--- src/rtl/uart_rx_frame.sv ---
// -----------------------------------------------------------------------------
// uart_rx_frame
//
// Oversampling UART receiver feeding the ASCII-hex-to-fixed-point assembler.
// Recovers 8N1 frames, or 8-data + parity + 1-stop frames when the macro
// UART_RX_PARITY_EN is defined (PARITY_ODD then picks odd/even sense).
// Each bit is decided by a 3-sample majority vote around mid-bit.
//
// Ports:
//   clk        in   system clock
//   rst_n      in   synchronous active-low reset
//   rxd        in   asynchronous serial line, idle high
//   asc        out  [7:0] last good byte (held until the next good byte)
//   start      out  one-cycle pulse: asc newly updated
//   dataerror  out  one-cycle pulse: parity mismatch (0 without parity)
//   frameerror out  one-cycle pulse: stop bit sampled low
//   busy       out  high from start-bit detect until the FSM is back in IDLE
// -----------------------------------------------------------------------------
module uart_rx_frame #(
    parameter int CLK_FREQ   = 50000000,
    parameter int BAUD       = 115200,
    parameter int OVERSAMPLE = 16,
    parameter int PARITY_ODD = 0
) (
    input  logic       clk,
    input  logic       rst_n,
    input  logic       rxd,
    output logic [7:0] asc,
    output logic       start,
    output logic       dataerror,
    output logic       frameerror,
    output logic       busy
);

    localparam int DIV = CLK_FREQ / (BAUD * OVERSAMPLE);
    localparam int DW  = (DIV > 1) ? $clog2(DIV) : 1;
    localparam int SW  = $clog2(OVERSAMPLE);

    localparam logic [DW-1:0] DIV_LAST = DW'(DIV - 1);
    localparam logic [SW-1:0] S_LO     = SW'(OVERSAMPLE / 2 - 1);
    localparam logic [SW-1:0] S_MID    = SW'(OVERSAMPLE / 2);
    localparam logic [SW-1:0] S_HI     = SW'(OVERSAMPLE / 2 + 1);
    localparam logic [SW-1:0] S_LAST   = SW'(OVERSAMPLE - 1);

    // Reject parameter sets the sampling scheme cannot support.
    if (OVERSAMPLE < 8 || (OVERSAMPLE % 2) != 0 || DIV < 1 ||
        PARITY_ODD < 0 || PARITY_ODD > 1) begin : g_param_check
        $error("uart_rx_frame: illegal parameter combination");
    end

    typedef enum logic [2:0] {
        ST_IDLE   = 3'd0,
        ST_START  = 3'd1,
        ST_DATA   = 3'd2,
        ST_STOP   = 3'd3,
        ST_BREAK  = 3'd4
`ifdef UART_RX_PARITY_EN
        , ST_PARITY = 3'd5
`endif
    } state_t;

`ifdef UART_RX_PARITY_EN
    // Expected parity bit for a data byte in the configured sense.
    function automatic logic parity_bit(input logic [7:0] data);
        return (^data) ^ (PARITY_ODD != 0);
    endfunction
`endif

    state_t          state_q, state_d;
    logic            rx_meta_q, rxs_q;
    logic [DW-1:0]   div_q, div_d;
    logic [SW-1:0]   scnt_q, scnt_d;
    logic [2:0]      bit_q, bit_d;
    logic [1:0]      smp_q, smp_d;
    logic [7:0]      hold_q, hold_d;
    logic [7:0]      asc_q, asc_d;
    logic            start_q, start_d;
    logic            ferr_q, ferr_d;
    logic            busy_q, busy_d;
`ifdef UART_RX_PARITY_EN
    logic            derr_q, derr_d;
    logic            par_err_q, par_err_d;
`endif
    logic            tick_s, vote_s, vote_now_s, bit_end_s;

    // Two-flop synchroniser; idles high so reset never looks like a start bit.
    always_ff @(posedge clk) begin
        if (!rst_n) begin
            rx_meta_q <= 1'b1;
            rxs_q     <= 1'b1;
        end else begin
            rx_meta_q <= rxd;
            rxs_q     <= rx_meta_q;
        end
    end

    // State, counter and output registers.
    always_ff @(posedge clk) begin
        if (!rst_n) begin
            state_q   <= ST_IDLE;
            div_q     <= {DW{1'b0}};
            scnt_q    <= {SW{1'b0}};
            bit_q     <= 3'd0;
            smp_q     <= 2'b00;
            hold_q    <= 8'h00;
            asc_q     <= 8'h00;
            start_q   <= 1'b0;
            ferr_q    <= 1'b0;
            busy_q    <= 1'b0;
`ifdef UART_RX_PARITY_EN
            derr_q    <= 1'b0;
            par_err_q <= 1'b0;
`endif
        end else begin
            state_q   <= state_d;
            div_q     <= div_d;
            scnt_q    <= scnt_d;
            bit_q     <= bit_d;
            smp_q     <= smp_d;
            hold_q    <= hold_d;
            asc_q     <= asc_d;
            start_q   <= start_d;
            ferr_q    <= ferr_d;
            busy_q    <= busy_d;
`ifdef UART_RX_PARITY_EN
            derr_q    <= derr_d;
            par_err_q <= par_err_d;
`endif
        end
    end

    // Next-state, bit timing and output pulse logic.
    always_comb begin
        state_d = state_q;
        div_d   = div_q;
        scnt_d  = scnt_q;
        bit_d   = bit_q;
        smp_d   = smp_q;
        hold_d  = hold_q;
        asc_d   = asc_q;
        start_d = 1'b0;
        ferr_d  = 1'b0;
`ifdef UART_RX_PARITY_EN
        derr_d    = 1'b0;
        par_err_d = par_err_q;
`endif
        tick_s     = (div_q == DIV_LAST);
        // The third vote sample is the live synchronised line at the S_HI tick.
        vote_s     = (smp_q[0] & smp_q[1]) | (smp_q[0] & rxs_q) | (smp_q[1] & rxs_q);
        vote_now_s = tick_s && (scnt_q == S_HI);
        bit_end_s  = tick_s && (scnt_q == S_LAST);

        case (state_q)
            ST_IDLE: begin
                if (!rxs_q) begin
                    state_d = ST_START;
                end else begin
                    state_d = ST_IDLE;
                end
            end
            ST_START: begin
                if (vote_now_s && vote_s) begin
                    state_d = ST_IDLE;              // false start, silent
                end else if (bit_end_s) begin
                    state_d = ST_DATA;
                    bit_d   = 3'd0;
                end else begin
                    state_d = ST_START;
                end
            end
            ST_DATA: begin
                if (vote_now_s) begin
                    hold_d = {vote_s, hold_q[7:1]}; // LSB arrives first
                end else begin
                    hold_d = hold_q;
                end
                if (bit_end_s && (bit_q == 3'd7)) begin
`ifdef UART_RX_PARITY_EN
                    state_d = ST_PARITY;
`else
                    state_d = ST_STOP;
`endif
                end else if (bit_end_s) begin
                    bit_d = bit_q + 3'd1;
                end else begin
                    state_d = ST_DATA;
                end
            end
`ifdef UART_RX_PARITY_EN
            ST_PARITY: begin
                if (vote_now_s) begin
                    par_err_d = (vote_s != parity_bit(hold_q));
                end else begin
                    par_err_d = par_err_q;
                end
                if (bit_end_s) begin
                    state_d = ST_STOP;
                end else begin
                    state_d = ST_PARITY;
                end
            end
`endif
            ST_STOP: begin
                // Decide at the mid-bit vote so back-to-back frames are not missed.
                if (vote_now_s) begin
                    if (!vote_s) begin
                        ferr_d  = 1'b1;             // framing error outranks parity
                        state_d = ST_BREAK;
                    end
`ifdef UART_RX_PARITY_EN
                    else if (par_err_q) begin
                        derr_d  = 1'b1;
                        state_d = ST_IDLE;
                    end
`endif
                    else begin
                        asc_d   = hold_q;
                        start_d = 1'b1;
                        state_d = ST_IDLE;
                    end
                end else begin
                    state_d = ST_STOP;
                end
            end
            ST_BREAK: begin
                if (rxs_q) begin
                    state_d = ST_IDLE;
                end else begin
                    state_d = ST_BREAK;
                end
            end
            default: begin
                state_d = ST_IDLE;
            end
        endcase

        // Timers run only inside a frame; they restart from 0 on every start detect.
        if (state_q == ST_IDLE || state_q == ST_BREAK ||
            state_d == ST_IDLE || state_d == ST_BREAK) begin
            div_d  = {DW{1'b0}};
            scnt_d = {SW{1'b0}};
        end else if (tick_s) begin
            div_d = {DW{1'b0}};
            if (scnt_q == S_LAST) begin
                scnt_d = {SW{1'b0}};
            end else begin
                scnt_d = scnt_q + 1'b1;
            end
            if (scnt_q == S_LO) begin
                smp_d = {smp_q[1], rxs_q};
            end else if (scnt_q == S_MID) begin
                smp_d = {rxs_q, smp_q[0]};
            end else begin
                smp_d = smp_q;
            end
        end else begin
            div_d  = div_q + 1'b1;
            scnt_d = scnt_q;
        end

        busy_d = (state_d != ST_IDLE);
    end

    assign asc        = asc_q;
    assign start      = start_q;
    assign frameerror = ferr_q;
    assign busy       = busy_q;
`ifdef UART_RX_PARITY_EN
    assign dataerror  = derr_q;
`else
    assign dataerror  = 1'b0;
`endif

endmodule
--- config.mk ---
export PLATFORM = sky130hd
export DESIGN_NAME = uart_rx_frame
export DESIGN_NICKNAME = d
export VERILOG_FILES = /design/src/rtl/uart_rx_frame.sv
export SDC_FILE = /design/constraint.sdc
export NUM_CORES = 1
export LEC_CHECK = 0
export ABC_CLOCK_PERIOD_IN_PS = 1800
export CAP_MARGIN = 0
export CORE_MARGIN = 2
export CORE_UTILIZATION = 55
export DETAILED_ROUTE_END_ITERATION = 7
export DONT_BUFFER_PORTS = 1
export PLACE_DENSITY = 0.74
export REMOVE_ABC_BUFFERS = 1
export SKIP_LAST_GASP = 1
export SLEW_MARGIN = 20
export SYNTH_ARGS = -nofsm -noshare
export SYNTH_HDL_FRONTEND = slang
export SYNTH_SLANG_ARGS = --single-unit
--- constraint.sdc ---
create_clock -name clk -period 1.8 [get_ports clk]
set_input_delay 0.45 -clock clk [delete_from_list [all_inputs] [get_ports clk]]
set_output_delay 0.45 -clock clk [all_outputs]
set_load 0.05 [all_outputs]
# Word-level counts from Yosys, hierarchy flattened
# Index checks and enable logic that the tools add are counted.
# totals
reg_bits	38
in_bits	3
output_inout_bits	12
wordCells	76
# classes
n_addsub	3
eq_ne	15
muxes	18
bitwise_logic	8
reduce_logical	19
# ops
operator	count
$mux 3	9
$pmux 3 s5	1
$eq 4x4->1 const B	3
$eq 3x3->1 const B	3
$reduce_and 3->1	3
$ne 2x2->1 const B	4
$eq 3x2->1 const B	2
$logic_not 3->1	2
$pmux 3 s2	1
$add 5x1->5 const B	1
$eq 5x5->1 const B	1
$reduce_and 5->1	1
$add 4x1->4 const B	1
$eq 4x3->1 const B	1
$logic_and 1x1->1	4
$mux 1	4
$mux 2	2
$mux 4	1
$reduce_and 4->1	1
$add 3x1->3 const B	1
$and 1x1->1	3
$eq 3x1->1 const B	1
$logic_or 1x1->1	3
$not 1->1	3
other kinds (6)	7

# Logic depth before layout (Yosys ltp)
# Gate-level depths: netlist of run 1.
# depth
ltp_word	11
depth_mapped	8
mapped_depth_nobuf	6

# Worst setup path before layout of run 1
# Ideal clock, no wire load.
# synth_path
path_kind	register -> register
from	reg bit_q[0]
to	reg bit_q[0]
setup_time_ns	0.132
t_arrival_ns	1.653
required_time_ns	1.668
path_slack_ns	0.014
path_stages_with_launch	7
n_path_buf	0
period_less_slack_ns	1.786
cell_sequence	dfxtp_1 ha_1 ha_1 or3b_4 a2111oi_4 nand2b_1 a21oi_1
# synth_via
elab_chain_len	4
elab_cells_between_ends	8
cone_classes	1 x add/sub; 2 x eq/ne; 3 x mux; 2 x reduce/logical
# synth_rtl
element	line	rtl
from (decl)	73	logic [2:0] bit_q, bit_d;
from (signal assigned)	118	bit_q <= bit_d;
$add 3x1->3 / $eq 3x3->1 (equally long branches)	184, 177	
$mux 3 / $logic_and 1x1->1 (equally long branches)	183, 177	
$mux 3 / $ne 2x2->1 (equally long branches)	--	
$pmux 3 s2 / $reduce_and 5->1 (equally long branches)	--	
# Parallel ways exist; a longest one is shown, timed or not. The select of a mux whose other input is x is not followed.
# A chain may end at the register's enable or synchronous reset.

# Worst setup path after layout of run 1
# layout_path
from	reg bit_q[1]
to	reg bit_q[2]
# The elaborated chain is that of the path after synthesis.

==> results of run 1 <==
[cell usage in the layout (no fill, tap or decap), types with 2 or more instances in the layout]
master,synthesis,layout
a21oi_1,8,7
a31oi_1,2,2
and3_1,2,2
buf_4,1,10
bufinv_16,0,2
clkbuf_4,0,5
dfxtp_1,38,34
dfxtp_2,0,4
ha_1,7,5
ha_4,0,2
inv_1,5,5
mux2i_1,18,18
nand2_1,11,11
nand2b_1,6,6
nand3_1,7,7
nand4_1,3,3
nand4b_1,2,2
nor2_1,26,26
nor2b_1,2,2
nor3_1,2,2
o21ai_0,2,2
or4_1,2,2
xor2_1,3,3
[worst max-delay path, cell delays in order, from the launching register on]
cell and delay, ns:
dfxtp_2 0.36, ha_4 0.16, ha_4 0.15, or3b_4 0.39
a2111oi_4 0.42, nand3_1 0.16, a21oi_2 0.15
[flip-flops by register name, summed over array words and instances (netlist names), 2 cells and up]
signal and flops:
scnt_q 4, asc 8, div_q 5, state_q 3
hold_q 8, bit_q 3, smp_q 2
[worst min path at each step]
stage	startpoint	to	slack, ns	cells past startpoint
floorplan	rx_meta_q	rxs_q	0.39	1
global placement	rx_meta_q	rxs_q	0.39	1
finish	rst_n	rx_meta_q	0.18	1
CTS	rst_n	rxs_q	0.18	1
global route	rst_n	rx_meta_q	0.17	1
detailed placement	rx_meta_q	rxs_q	0.39	1
[layer usage]
layer  vias to the layer above  GRT usage [%]
met5                         -              0
met4                         0           7.14
met3                        10           6.77
met2                        36           33.3
met1                       595           24.2
li1                        621              -
[cell type report]
type | instances | area [µm²] | share of cell area (%)
inverter | 5 | 18.8 | 0.986
clock buffer | 5 | 37.5 | 1.97
sequential | 38 | 766 | 40.2
clock inverter | 3 | 68.8 | 3.61
multi-input combinational | 122 | 880 | 46.2
timing repair buffer | 11 | 95.1 | 4.99
tap | 31 | 38.8 | 2.04
[metrics by stage]
| stage | hold slack (ns) | TNS, ns |
|---|---|---|
| global placement | 0.393 | -0.0710 |
| global route | 0.168 | -0.523 |
| CTS | 0.175 | -0.165 |
| detailed placement | 0.393 | -0.455 |
| finish | 0.182 | -0.139 |
| floorplan | 0.386 | 0 |
[report_power, final]
part / switching, µW / internal, µW
clock network: 290 / 435
logic: 23.9 / 10.6
registers: 9.86 / 846
total: 324 / 1290
[kinds of logic (layout without fill, tap and decap cells)]
kind of cell    after synthesis  in the layout
other cells                   1              1
simple gates                 70             70
compound gates               21             21
buf+inv                      13             24
flops                        38             38
xor+xnor                      4              4
fa+ha+maj                     8              8
mux                          18             18
[what timing repair did]
action / 4_1_cts / 5_1_grt
gates resized for setup: 6 / 6
hold buffers: 0 / 0
endpoints found under the setup margin: 3 / 21
pin swaps: 5 / 2
setup buffers: 1 / 3
==> results.md, run 1 <==
* Antenna viol nets, final at 0
* First-pass GRT wire length at approximately 5300 µm
* Slew @ Worst Pin at about 0.66 ns
* Max-cap violations at 0
* Routed vias at about 1300
* Max layer used: met4
* Wire per inst at 15.0 µm
* H-tree lvl count at 2
* Final setup fails at 3
* Inserted Clock Buffers at 5
* Die ar. at between 0.003 and 0.004 mm²
* Final GP Congestion at between 0.8 and 0.9
* Placed cells at 203
* Gr usage total at between 20% and 30%
* Row cnt at 19
* Setup crit end: bit_q[2]
* Number of buffers added on ports at 0
* CTS tree: built
* DR vias/cell at 5.87
* Slew HR at a little under three fifths
* Post-DP HPWL at 2180 µm
* Initial antenna violation count at 0
* Syn-to-layout area delta at 14.4%
* Cell area after synthesis at roughly 0.0017 mm²
* Critical path capture point type: register
* Min Tclk post-route at approximately 1.9 ns
* Post-synth top cells: dfxtp_1, nor2_1, mux2i_1, nand2_1, a21oi_1
* Worst hold path type: in -> reg
* Synth area leaders: dfxtp_1, mux2i_1, nor2_1
* Synth Instances at ~170
* EDFF count, synth at 0
* CTS max path bufs at 2
* Share of the synthesized area in the top cell type at between 40% and 50%
* Layout cells sized above 1 at 19.0%
* Post-Route WL at around 3200 µm
* Multiplexer share of the synthesized area at a little over a tenth
* Chip height at about 59 µm
* FMAX at roughly 540 MHz
* Worst setup margin at -0.0545 ns
* Crit path DAT at 2.13 ns
* Warnings, synthesis at 0
* M1 WL at roughly 1400 µm
* Reg2reg path depth at 6
* First-pass DRT Iterations at 4
* Metal3 WL at 145 µm
* Synth Area in Compound Gates at about a tenth
* Sequential fraction of the synthesis area at between 40% and 50%
* Power Total at roughly 1600 µW
* Main synth FF type: dfxtp_1
* FF-to-FF End: bit_q[2]
* Clock sink count at 38
* Root buffer cell: clkbuf_4
* Critical path origin: bit_q[1]
* Routed wl met2 at ~1600 µm
* Worst Setup Start Kind: register
* Failing checks: setup timing
* Pin count of the biggest net entering global routing at 23
* Fin crit share at 103%
* Fin cells at roughly 220
* Largest family of logic cells by synthesized area: simple AND/OR/NAND/NOR gates
* Netlist cell types at 39
* Async SR Flop Fraction at 0%
* Clock latency on the worst-skew pair at 0.34 ns
* Cell area after placement at 0.00172 mm²
* ANT cells at 0
* Pwr/cell area at about 850 mW/mm²
* RSZ-0062 raised after global routing: true
* Die width at between 50 and 60 µm
* Core Region at ~0.0028 mm²
* Final Net Count at between 150 and 200
* Vias in the first global route at 1194
* Worst r2r src: bit_q[1]
* Remaining DRCs at 0
* VDD IR max at ~0.00060 V
* Worst R2R Setup Slack at -0.05 ns
* Total overflow reported by the global router at 0
* Count leader, synth: dfxtp_1
* Place WS at -0.155 ns
* Final Hold Vio Count at 0
* Initial Utilization at 59.4%
* Clock-pin slew on the worst setup and hold paths at approximately 0.12 ns
* Post-Synthesis Mean Instance Area at around 9.6 µm²
* Adder-cell share of the synthesized area at ~6%
* Fill cells at between 200 and 250
* CP Class: reg -> reg
* Crit-path max FO at 6
* Outcome: finished, violations left
* Leakage power at 0.000756 µW
* Ports at 15
* Clock skew at just under 0.007 ns
* Register bit total from synthesis at 38
* Post-route cell area at between 0.0015 and 0.002 mm²
* Simple-Gate Fraction of Synth Area at a little over a fifth
* Final Max Slew Viols at 0
* Detailed Route Iter0 Violations at 61
* Util after Layout at about two thirds
* Synth Area in XOR/XNOR at between 2 and 2.5%
* Area leader, netlist: dfxtp_1
* CP Data Required Time at 2.07 ns
Power figures use the tool's default switching activity.
==> run 2, diff against run 1 <==
PLACE_DENSITY = 0.85   (was 0.74)
==> run 2 against run 1 <==
Against the previous run: the run still ends with setup timing left; maximum frequency grew 0.40%; first-iteration DRC count decreased by 28%; register-to-register slack hardly changed; critical path type unchanged; critical endpoint is now bit_q[0]; largest power group unchanged; highest routed layer unchanged.
==> results.md, run 2 (synthesized netlist as in run 1, its figures left out) <==
* Detailed Route Iter0 Violations at 44 (was 61)
* Number of buffers added on ports at 0 (unchanged)
* Fill cells at 224 (was 233)
* Slowest CP cell: a2111oi_4 (unchanged)
* DR vias/cell at 5.79 (was 5.87)
* Worst setup margin at -0.0471 ns (was -0.0545 ns)
* CTS max path bufs at 2 (unchanged)
* # Post-CTS Setup Buffers at 0 (was 1)
* Crit path max-delay family: compound AO/OA/AOI/OAI gates (unchanged)
* Fin crit share at 103% (about the same)
* Clock-pin slew on the worst setup and hold paths at 0.12 ns (about the same)
* Outcome: finished, violations left (unchanged)
* Worst R2R Setup Slack at -0.05 ns (about the same)
* First-pass DRT Iterations at 4 (unchanged)
* Min Tclk post-route at 1.85 ns (about the same)
* Initial antenna violation count at 0 (unchanged)
* Inserted Clock Buffers at 5 (unchanged)
* Cell Chain, Critical Path: ha_4 > ha_4 > or3b_4 > a2111oi_4 > nand3b_1 > a21oi_1 (was ha_4 > ha_4 > or3b_4 > a2111oi_4 > nand3_1 > a21oi_2)
* Antenna viol nets, final at 0 (unchanged)
* Crit-path max FO at 6 (unchanged)
* Failing checks: setup timing (unchanged)
* H-tree lvl count at 2 (unchanged)
* Layout cells sized above 1 at 15.6% (was 19.0%)
* Vias in the first global route at 1220 (was 1194)
* Pin count of the biggest net entering global routing at 23 (unchanged)
* Final Hold Vio Count at 0 (unchanged)
* Slew @ Worst Pin at 0.655 ns (was 0.660 ns)
* FMAX at 541 MHz (was 539 MHz)
* Placed cells at 203 (unchanged)
* Critical path capture point type: register (unchanged)
* Util after Layout at 66.6% (was 67.9%)
* Root buffer cell: clkbuf_4 (unchanged)
* Die width at 59.0 µm (unchanged)
* Clock latency on the worst-skew pair at 0.35 ns (was 0.34 ns)
* Worst hold path type: in -> reg (unchanged)
* Max-cap violations at 0 (unchanged)
* Final Hold Slack at 0.179 ns (was 0.182 ns)
* Final GP Congestion at 0.870 (was 0.888)
* # hold bufs at CTS at 0 (unchanged)
* ANT cells at 0 (unchanged)
* First-pass GRT wire length at 5110 µm (was 5300 µm)
* CP peak stage delay at 0.42 ns (about the same)
* RSZ-0062 raised after global routing: true (unchanged)
* Post-DP HPWL at 2130 µm (was 2180 µm)
* Most used cell, CP: ha_4 (unchanged)
* CP Class: reg -> reg (unchanged)
* Post-Route WL at 2980 µm (was 3230 µm)
* Row cnt at 19 (unchanged)
* Routed vias at 1221 (was 1262)
* Die ar. at 0.00348 mm² (unchanged)
* Clock skew at 0.00882 ns (was 0.00684 ns)
* Chip height at 59.0 µm (unchanged)
* Worst Setup Start Kind: register (unchanged)
* Final Net Count at 189 (was 193)
* Initial Utilization at 59.4% (unchanged)
* Gr usage total at 19.7% (was 20.1%)
* Final setup fails at 3 (unchanged)
* Most frequent cells in the layout: dfxtp_1, nor2_1, mux2i_1, nand2_1, a21oi_1 (was dfxtp_1, nor2_1, mux2i_1, nand2_1, buf_4)
* Core Region at 0.00281 mm² (unchanged)
* Wire per inst at 14.1 µm (was 15.0 µm)
* Clock sink count at 38 (unchanged)
* Crit path DAT at 2.12 ns (was 2.13 ns)
* Fin cells at 211 (was 215)
* VDD IR max at 0.000847 V (was 0.000604 V)
* Syn-to-layout area delta at 12.2% (was 14.4%)
* Remaining DRCs at 0 (unchanged)
* Commonest non-fill, non-tap cell in the layout: dfxtp_1 (unchanged)
* Leakage power at 0.000737 µW (was 0.000756 µW)
* CTS tree: built (unchanged)
* Ports at 15 (unchanged)
* Total overflow reported by the global router at 0 (unchanged)
* Pwr/cell area at 877 mW/mm² (was 848 mW/mm²)
* Slew HR at 56.3% (was 56.0%)
* Worst path bufs/invs at 0 (unchanged)
* CP Data Required Time at 2.07 ns (about the same)
* Final Max Slew Viols at 0 (unchanged)
-- run 2: cell types whose count changed in the layout (fill, tap and decap cells not counted) --
cell | previous run | this run
and4b_4 | 0 | 1
a21oi_2 | 1 | 0
buf_4 | 10 | 6
a41oi_2 | 1 | 0
clkinv_4 | 1 | 0
a41oi_1 | 1 | 2
and3b_2 | 1 | 0
a21oi_1 | 7 | 8
and4b_2 | 1 | 0
clkbuf_8 | 0 | 1
and3b_1 | 1 | 2
-- run 2: worst reg2reg max path, delay by kind of cell, from the launching register on --
kind	cells	cell delay, ns
flip-flops	1	0.36
AO/OA/AOI/OAI	2	0.58
AND/OR/NAND/NOR	2	0.54
adder cells (fa/ha/maj)	2	0.31
-- run 2: stage by stage --
step	setup slack [ns]	area, µm²	setup TNS, ns	total power, µW
finish	-0.0471	1870	-0.118	1640
floorplan	0.00535	1620	0	898
detailed placement	-0.117	1720	-0.321	906
global route	-0.164	1870	-0.464	1680
global placement	-0.0245	1720	-0.0648	905
CTS	-0.0344	1860	-0.0858	1650
-- run 2: worst paths after layout --
path / startpoint / end / depth (start not counted)
setup reg to reg: bit_q[0] / bit_q[0] / 6
setup / recovery: bit_q[0] / bit_q[0] / 6
hold / removal: rst_n / rxs_q / 1
hold reg to reg: rx_meta_q / rxs_q / 1
-- run 2: layout make-up --
cell class,instances,area [µm²],area share [%]
Clock buffer,6,51.3,2.74
Sequential cell,38,766,41.0
Tap cell,31,38.8,2.07
Inverter,5,18.8,1.00
Multi-Input combinational cell,122,870,46.5
Timing Repair Buffer,7,65.1,3.48
Clock inverter,2,60.1,3.21
-- run 2: what timing repair did --
item	4_1_cts	5_1_grt
gates resized for setup	7	3
pin swaps	4	1
setup endpoints to repair	5	11
-- run 2: metal layers --
layer | track usage [%] | routed length [µm]
met5 | 0 | 0
met4 | 7.14 | 16
met3 | 7.86 | 161
met2 | 32.4 | 1490
met1 | 23.3 | 1310
-- run 2: power by group --
group,leakage [µW],internal (µW),switching (µW)
sequential,0.000309,846,9.76
combinational,0.000370,9.01,23.1
clock,0.0000585,470,281
==> run 3, diff against run 2 <==
MAX_ROUTING_LAYER = met4   (was default)
==> run 3 against run 2 <==
Against the previous run: the run still ends with setup timing left; combinational power barely moved; die area is the same; cell area unchanged; register-to-register slack about the same; first-iteration DRC count is 16% lower; worst hold slack got worse by 0.0016 ns; via count grew 0.49%; core utilization is the same; critical path depth did not move; sequential power about the same; clock skew is essentially flat; critical endpoint unchanged; largest cell class unchanged; largest power group unchanged; highest routed layer unchanged.
==> results.md, run 3 (synthesized netlist as in run 1, its figures left out) <==
* Outcome: finished, violations left (unchanged)
* Failing checks: setup timing (unchanged)
* Slew @ Worst Pin at 0.661 ns (was 0.655 ns)
* Crit path DAT at 2.12 ns (about the same)
* VDD IR max at 0.000846 V (was 0.000847 V)
* Worst setup margin at -0.0487 ns (was -0.0471 ns)
* Ports at 15 (unchanged)
* Clock skew at 0.00845 ns (was 0.00882 ns)
* Antenna viol nets, final at 0 (unchanged)
* Final Hold Vio Count at 0 (unchanged)
* Reg2reg path depth at 6 (unchanged)
* Fill cells at 224 (unchanged)
* ANT cells at 0 (unchanged)
* Row cnt at 19 (unchanged)
* Inserted Clock Buffers at 5 (unchanged)
* First-pass GRT wire length at 5120 µm (was 5110 µm)
* CTS max path bufs at 2 (unchanged)
* Setup crit end: bit_q[0] (unchanged)
* Leakage power at 0.000737 µW (unchanged)
* Placed cells at 203 (unchanged)
* Number of buffers added on ports at 0 (unchanged)
* Final setup fails at 3 (unchanged)
* Layout cells sized above 1 at 15.6% (unchanged)
* Clock share of power at 45.9% (was 45.8%)
* Gr usage total at 20.4% (was 19.7%)
* FF-to-FF End: bit_q[0] (unchanged)
* Sequential share of power at 52.1% (was 52.2%)
* CP Class: reg -> reg (unchanged)
* Clock-pin slew on the worst setup and hold paths at 0.12 ns (about the same)
* Worst R2R Setup Slack at -0.05 ns (about the same)
* Slew HR at 55.9% (was 56.3%)
* Pwr/cell area at 878 mW/mm² (was 877 mW/mm²)
* H-tree lvl count at 2 (unchanged)
* Critical path capture point type: register (unchanged)
* Routed vias at 1227 (was 1221)
* Fin crit share at 103% (about the same)
* Final Net Count at 189 (unchanged)
* Comb pwr share at 2.0% (about the same)
* Clock sink count at 38 (unchanged)
* Net Sw Frac at 19.2% (was 19.1%)
* Die ar. at 0.00348 mm² (unchanged)
* Die width at 59.0 µm (unchanged)
* Most frequent cells in the layout: dfxtp_1, nor2_1, mux2i_1, nand2_1, a21oi_1 (unchanged)
* DR vias/cell at 5.82 (was 5.79)
* CTS tree: built (unchanged)
* Clock latency on the worst-skew pair at 0.35 ns (about the same)
* First-pass DRT Iterations at 4 (unchanged)
* Detailed Route Iter0 Violations at 37 (was 44)
* Seq. cell area at 766 µm² (unchanged)
* Initial antenna violation count at 0 (unchanged)
* Post-Route WL at 2980 µm (about the same)
* Worst Setup Start Kind: register (unchanged)
* Multi-input logic area at 870 µm² (unchanged)
* Final GP Congestion at 0.884 (was 0.870)
* Critical path origin: bit_q[0] (unchanged)
* Min Tclk post-route at 1.85 ns (about the same)
* Max-cap violations at 0 (unchanged)
* Commonest non-fill, non-tap cell in the layout: dfxtp_1 (unchanged)
* Vias in the first global route at 1222 (was 1220)
* Total overflow reported by the global router at 0 (unchanged)
* FMAX at 541 MHz (about the same)
* Worst r2r src: bit_q[0] (unchanged)
* Chip height at 59.0 µm (unchanged)
* Pin count of the biggest net entering global routing at 23 (unchanged)
* Internal Pwr Total at 1330 µW (was 1320 µW)
* Core Region at 0.00281 mm² (unchanged)
* Power Total at 1640 µW (about the same)
* Final Max Slew Viols at 0 (unchanged)
* CP Data Required Time at 2.07 ns (about the same)
* Crit-path max FO at 6 (unchanged)
* # hold bufs at CTS at 0 (unchanged)
* Place WS at -0.117 ns (unchanged)
* Root buffer cell: clkbuf_4 (unchanged)
* Fin cells at 211 (unchanged)
* Worst hold path type: in -> reg (unchanged)
* # Post-CTS Setup Buffers at 0 (unchanged)
* RSZ-0062 raised after global routing: true (unchanged)
* Remaining DRCs at 0 (unchanged)
* Wire per inst at 14.1 µm (about the same)
* Post-DP HPWL at 2130 µm (unchanged)
* Initial Utilization at 59.4% (unchanged)
* P_sw at 316 µW (was 314 µW)
* Syn-to-layout area delta at 12.2% (unchanged)
==> run 3: cell counts in the layout (fill, tap and decap cells not counted) <==
No cell type changed its count.
==> run 3: power groups by stage <==
stage / Clock, µW / Combinational, µW / Sequential, µW
final: 753 / 32.2 / 855
after CTS: 760 / 31.8 / 855
after global placement: 0 / 30.5 / 874
after floorplan: 0 / 25.1 / 873
after detailed placement: 0 / 31.8 / 875
after global routing: 791 / 35.4 / 857
==> run 3: layout make-up <==
class | count | area share, %
multi-input cells | 122 | 46.5
flip-flops and latches | 38 | 41.0
repair buffers | 7 | 3.48
clock inverters | 2 | 3.21
clock buffers | 6 | 2.74
well taps | 31 | 2.07
inverters | 5 | 1.00
==> run 3: per-layer routing <==
metal | up-vias | wire [µm] | track usage (%) | part of all wire, %
met5 | - | 0 | - | 0
met4 | 0 | 42 | 7.14 | 1.4
met3 | 7 | 178 | 7.86 | 6.0
met2 | 32 | 1460 | 32.4 | 49
met1 | 577 | 1300 | 23.5 | 43
li1 | 611 | - | - | -
==> run 3: timing repair <==
action | CTS | global route
gates resized for setup | 7 | 3
endpoints found under the setup margin | 5 | 11
pin swaps | 4 | 1
==> run 3: critical path, cell delays in order (launching register included) <==
cell and delay, ns:
dfxtp_2 0.36, ha_4 0.16, ha_4 0.15, or3b_4 0.39
a2111oi_4 0.42, nand3b_1 0.14, a21oi_1 0.16
==> run 3: stage by stage <==
stage	instance area, µm²	hold WS (ns)	util, %	setup TNS [ns]
after floorplan	1620	0.386	-	0
after global placement	1720	0.393	61.5	-0.0648
after detailed placement	1720	0.395	61.5	-0.321
after CTS	1860	0.170	66.5	-0.0858
after global routing	1870	0.152	66.6	-0.464
final	1870	0.178	66.6	-0.122
==> run 3: worst min path at each step <==
stage / startpoint / end / slack (ns) / depth (start not counted)
after CTS: rst_n / rxs_q / 0.17 / 1
after detailed placement: rx_meta_q / rxs_q / 0.40 / 1
final: rst_n / rx_meta_q / 0.18 / 1
after global placement: rx_meta_q / rxs_q / 0.39 / 1
after floorplan: rx_meta_q / rxs_q / 0.39 / 1
after global routing: rst_n / rxs_q / 0.15 / 1
